`config.mk`:
```
export PLATFORM = sky130hd
export DESIGN_NAME = control_unit
export DESIGN_NICKNAME = d
export VERILOG_FILES = /design/src/rtl/ks_pkg.sv /design/src/rtl/control_unit_branch_cond.sv /design/src/rtl/control_unit.sv
export SDC_FILE = /design/constraint.sdc
export NUM_CORES = 1
export LEC_CHECK = 0
export ABC_AREA = 1
export BUFFER_PORTS_ARGS = -buffer_cell sky130_fd_sc_hd__buf_4
export CAP_MARGIN = 5
export CORE_AREA = 10 10 47 49
export CTS_BUF_LIST = sky130_fd_sc_hd__clkbuf_2
export DETAILED_ROUTE_END_ITERATION = 8
export DIE_AREA = 0 0 57 59
export PLACE_DENSITY = 0.76
export SLEW_MARGIN = 20
export SYNTH_ARGS = -nofsm -noshare
export SYNTH_HDL_FRONTEND = slang
export SYNTH_SLANG_ARGS = --single-unit
```
`constraint.sdc`:
```
create_clock -name clk -period 1.4 [get_ports clk]
set_clock_uncertainty 0.15 [all_clocks]
set_input_delay 0.07 -clock clk [delete_from_list [all_inputs] [get_ports clk]]
set_output_delay 0.07 -clock clk [all_outputs]
set_load 0.05 [all_outputs]
```
`src/rtl/ks_pkg.sv`:
```
// Shared encodings for the K&S 16-bit processor control unit and datapath.
package ks_pkg;

  localparam int unsigned INSTR_W  = 5;
  localparam int unsigned ALU_OP_W = 2;
  localparam int unsigned STATE_W  = 4;

  typedef enum logic [INSTR_W-1:0] {
    I_NOP    = 5'd0,
    I_LOAD   = 5'd1,
    I_STORE  = 5'd2,
    I_MOVE   = 5'd3,
    I_ADD    = 5'd4,
    I_SUB    = 5'd5,
    I_AND    = 5'd6,
    I_OR     = 5'd7,
    I_BRANCH = 5'd8,
    I_BZERO  = 5'd9,
    I_BNZERO = 5'd10,
    I_BNEG   = 5'd11,
    I_BNNEG  = 5'd12,
    I_BOV    = 5'd13,
    I_BNOV   = 5'd14,
    I_BUOV   = 5'd15,
    I_BNUOV  = 5'd16,
    I_HALT   = 5'd31
  } decoded_instruction_e;

  typedef enum logic [ALU_OP_W-1:0] {
    OP_ADD = 2'd0,
    OP_SUB = 2'd1,
    OP_AND = 2'd2,
    OP_OR  = 2'd3
  } alu_op_e;

  typedef enum logic [STATE_W-1:0] {
    RST_IDLE = 4'd0,
    FETCH    = 4'd1,
    DECODE   = 4'd2,
    LOAD     = 4'd3,
    STORE    = 4'd4,
    MOVE     = 4'd5,
    ALU      = 4'd6,
    BRANCH   = 4'd7,
    HALT     = 4'd8
  } ctrl_state_e;

  // ALU operation implied by an arithmetic/logic instruction class
  function automatic alu_op_e alu_op_of(input logic [INSTR_W-1:0] instr);
    alu_op_e op;
    case (instr)
      I_SUB:   op = OP_SUB;
      I_AND:   op = OP_AND;
      I_OR:    op = OP_OR;
      default: op = OP_ADD;
    endcase
    return op;
  endfunction

endpackage

```
`src/rtl/control_unit_branch_cond.sv`:
```
// Branch-taken decision from the instruction class and the current ALU flags.
module branch_cond
  import ks_pkg::*;
(
  input  logic [INSTR_W-1:0] decoded_instruction,
  input  logic               zero,
  input  logic               neg,
  input  logic               unsigned_overflow,
  input  logic               signed_overflow,
  output logic               take_branch
);

  // Unconditional branch always taken; conditional ones test a single flag
  always_comb begin
    take_branch = 1'b0;
    case (decoded_instruction)
      I_BRANCH: take_branch = 1'b1;
      I_BZERO:  take_branch = zero;
      I_BNZERO: take_branch = ~zero;
      I_BNEG:   take_branch = neg;
      I_BNNEG:  take_branch = ~neg;
      I_BOV:    take_branch = signed_overflow;
      I_BNOV:   take_branch = ~signed_overflow;
      I_BUOV:   take_branch = unsigned_overflow;
      I_BNUOV:  take_branch = ~unsigned_overflow;
      default:  take_branch = 1'b0;
    endcase
  end

endmodule

```
`src/rtl/control_unit.sv`:
```
// Multi-cycle Moore controller sequencing FETCH -> DECODE -> EXECUTE.
module control_unit
  import ks_pkg::*;
(
  input  logic                clk,
  input  logic                rst,
  input  logic [INSTR_W-1:0]  decoded_instruction,
  input  logic                zero,
  input  logic                neg,
  input  logic                unsigned_overflow,
  input  logic                signed_overflow,
  output logic                branch,
  output logic                pc_enable,
  output logic                ir_enable,
  output logic                addr_sel,
  output logic                c_sel,
  output logic                write_reg_enable,
  output logic [ALU_OP_W-1:0] operation,
  output logic                ram_write_enable,
  output logic                halted
);

  ctrl_state_e state_q, state_d;
  alu_op_e     op_q, op_d;
  logic        take_branch;

  branch_cond u_branch_cond (
    .decoded_instruction (decoded_instruction),
    .zero                (zero),
    .neg                 (neg),
    .unsigned_overflow   (unsigned_overflow),
    .signed_overflow     (signed_overflow),
    .take_branch         (take_branch)
  );

  // State register; the ALU op is captured in DECODE so ALU outputs depend on state only
  always_ff @(posedge clk or posedge rst) begin
    if (rst) begin
      state_q <= RST_IDLE;
      op_q    <= OP_ADD;
    end else begin
      state_q <= state_d;
      op_q    <= op_d;
    end
  end

  // Next-state logic; flags and instruction only matter in DECODE
  always_comb begin
    state_d = state_q;
    op_d    = op_q;
    case (state_q)
      RST_IDLE: state_d = FETCH;
      FETCH:    state_d = DECODE;
      DECODE: begin
        case (decoded_instruction)
          I_LOAD:  state_d = LOAD;
          I_STORE: state_d = STORE;
          I_MOVE:  state_d = MOVE;
          I_ADD, I_SUB, I_AND, I_OR: begin
            state_d = ALU;
            op_d    = alu_op_of(decoded_instruction);
          end
          I_HALT:  state_d = HALT;
          default: state_d = take_branch ? BRANCH : FETCH;
        endcase
      end
      LOAD, STORE, MOVE, ALU, BRANCH: state_d = FETCH;
      HALT:     state_d = HALT;
      default:  state_d = FETCH;
    endcase
  end

  // Output decode from the state register
  always_comb begin
    branch           = 1'b0;
    pc_enable        = 1'b0;
    ir_enable        = 1'b0;
    addr_sel         = 1'b0;
    c_sel            = 1'b0;
    write_reg_enable = 1'b0;
    operation        = OP_ADD;
    ram_write_enable = 1'b0;
    halted           = 1'b0;
    case (state_q)
      FETCH:  ir_enable = 1'b1;
      DECODE: pc_enable = 1'b1;
      LOAD: begin
        addr_sel         = 1'b1;
        c_sel            = 1'b1;
        write_reg_enable = 1'b1;
      end
      STORE: begin
        addr_sel         = 1'b1;
        ram_write_enable = 1'b1;
      end
      MOVE: begin
        write_reg_enable = 1'b1;
        operation        = OP_OR;
      end
      ALU: begin
        write_reg_enable = 1'b1;
        operation        = op_q;
      end
      BRANCH: begin
        pc_enable = 1'b1;
        branch    = 1'b1;
      end
      HALT:   halted = 1'b1;
      default: ;
    endcase
  end

endmodule

```
==> summary.md <==
| Metric | Value |
|---|---|
| TritonCTS clock tree | `built` |
| Worst-case clock buffer depth | `2` |
| DR WL/cell | `12.54 µm` |
| Post-synth top cells | `20 x nand2_1, 20 x nor2_1, 18 x inv_1` |
| DIE HEIGHT | `59 µm` |
| CP Max Fanout | `2` |
| End of the critical path | `addr_sel` |
| Area Overhead vs Synth | `81.21%` |
| Final WS setup | `-0.1289 ns` |
| EDFF count, synth | `0` |
| Combined buffer and inverter count along the critical path | `3` |
| CP required | `1.18 ns` |
| Largest area contributor in the netlist | `dfrtp_1` |
| Post-layout min period | `1.529 ns` |
| Register-to-Register Path Depth | `7` |
| Top cell type's share of synthesized area | `0.2784` |
| H-tree depth | `1` |
| Crit path launch | `state_q[3]` |
| Latest clock arrival within the worst-skew pair | `0.24 ns` |
| Mapped Avg Cell Area | `5.799 µm²` |
| Synth Register Bits | `6` |
| Crit-path slowest cell | `dfrtp_1` |
| DR iter-0 viols | `10` |
| FF/Latch Area | `150.1 µm²` |
| Routability cong. | `0.8200` |
| Sink Count | `6` |
| Crit. End Element | `output port` |
| Synth Cell Area | `539.3 µm²` |
| I/O pins | `21` |
| Fin Setup TNS | `-0.8908 ns` |
| Syn nets | `104` |
| First-pass iteration count of the detailed router | `4` |
| Routed Wire Length | `1843 µm` |
| Worst vdd ir | `0.6818 mV` |
| Synth cell types | `15` |
| Hold WS | `0.01465 ns` |
| GRT overflow | `0` |
| Critical path depth in cells | `6` |
| Die area | `0.003363 mm²` |
| Critical setup path kind | `flop to output port` |
| Largest net degree at the start of global routing | `7` |
| Setup violations, final | `11` |
| Vias in the first global route | `766` |
| Slew HR | `0.7985` |
| Tot GR Track Use | `0.1191` |
| HPWL after DPL | `1354 µm` |
| Critical path arrival | `1.31 ns` |
| Fmax achieved | `0.6541 GHz` |
| # rows | `14` |
| RSZ-0062 raised after global routing | `true` |
| Max cap viols | `0` |
| Total power | `1668 µW` |
| CTS Buf Count | `3` |
| Crit path cell chain | `nor2_4 > inv_2 > nor2_4 > inv_2 > o21ai_2 > buf_6` |
| Asr flop ratio synth | `1.000` |
| Reg2reg setup slack | `-0.05 ns` |
| DRC | `0` |
| Family with the most delay on the worst path | `flip-flops` |
| Initial Util | `0.3848` |
| Layout cell share with drive strength beyond 1 | `0.4656` |
| First-pass GRT wire length | `3208 µm` |
| Placement Setup Slack | `0.06138 ns` |
| Antenna Cells | `0` |
| Largest stage delay, worst path | `0.43 ns` |
| Die W | `57 µm` |
| Fill cells | `124` |
| Sequential-to-total area share from yosys stat | `0.2784` |
| Vias | `737` |
| Clock-pin slew on the worst setup and hold paths | `0.06 ns` |
| Remaining antenna violation count after routing | `0` |
| Post-synthesis cell count | `93` |
| Leading post-synthesis cells by cell area | `dfrtp_1 28%, nand2_1 14%, nor2_1 14%, inv_1 13%, nand3_1 5.6%` |
| Ys Warns | `0` |
| Via-to-Cell Ratio | `5.014` |
| RR Endpoint | `op_q[1]` |
| Pleak | `0.0005382 µW` |
| Fin util | `0.6973` |
| Synth Flop Type | `dfrtp_1` |
| CTS Root Cell | `clkbuf_2` |
| Status | `complete, but fails checks` |
| Number of port buffers | `20` |
| Failing checks | `negative setup slack` |
| Final Max Slew Viols | `0` |
| Hold Path Class | `primary input to flop` |
| Final period util | `1.092` |
| Power per cell area | `1707 mW/mm²` |
| Core area | `0.001401 mm²` |
| Tightest Pin Transition | `0.3011 ns` |
| Final Hold Fails | `0` |
| Antenna violations before repair | `0` |
| Type of origin of the critical path | `flop` |
| Worst R2R Start | `state_q[3]` |
| Final nets | `144` |
| Multi-input gate area | `399.1 µm²` |
[tightest hold or removal path, stage by stage]
cell	delay, ns
buf_4	0.13
inv_1	0.06
o21ai_0	0.09
[stage by stage]
stage                     cells  cell area, µm²
after detailed placement    135           807.0
after CTS                   145           935.9
after global routing        147           977.2
after floorplan              93           591.8
after global placement      135           807.0
final                       147           977.2
[metal layers]
layer | vias up | wire length [µm] | GRT usage
met5 | - | 0 | 0
met4 | 0 | 91 | 0.07047
met3 | 9 | 135 | 0.03863
met2 | 31 | 948 | 0.2233
met1 | 329 | 668 | 0.1098
li1 | 368 | - | -
[kinds of logic after synthesis]
kind of cell | synth area share
compound gates | 0.09977
buf+inv | 0.1322
flops | 0.2784
simple gates | 0.4896
[worst min-delay path by stage]
stage | start | to | slack [ns] | cells past startpoint
3_5_place_dp | rst | state_q[0] | -0.15 | 2
3_3_place_gp | rst | state_q[0] | -0.15 | 2
6_report | decoded_instruction[0] | op_q[0] | 0.01 | 3
4_1_cts | decoded_instruction[0] | op_q[0] | 0.03 | 3
2_1_floorplan | rst | op_q[0] | -0.29 | 1
5_1_grt | decoded_instruction[0] | op_q[0] | 0.04 | 3
[timing repair]
| item | CTS | global route |
|---|---|---|
| hold endpoints to repair | 6 | 0 |
| endpoints found under the setup margin | 10 | 16 |
| buffers inserted | 6 | 2 |
| hold buffers | 1 | 0 |
| resized for setup | 17 | 8 |
| pin swaps | 5 | 2 |
[state kept, by name, indices dropped and copies added, names as in the netlist]
name	flops
state_q	4
op_q	2
[layout by cell type (no fill, tap or decap), drive strengths merged]
master and count:
nand3 8, inv 19, dlygate4sd3 1, nand4 4
a31oi 1, nand2 20, o211ai 1, and2 1
nor3 4, nor2 22, buf 34, clkbuf 3
o21ai 5, dfrtp 6, a21oi 2
[cell type report]
class	instances	area share
multi-input combinational	68	0.4085
inverter	19	0.07298
sequential	6	0.1536
timing repair buffer	35	0.3291
tap	16	0.02049
clock buffer	3	0.01536
[where the power goes]
| group | switching (µW) | internal (µW) | leakage [µW] |
|---|---|---|---|
| registers | 49.8 | 236 | 0.0000767 |
| clock network | 70.6 | 57.8 | 0.0000125 |
| logic | 729 | 525 | 0.000449 |
Note: power is estimated with default switching activity, not from simulation.
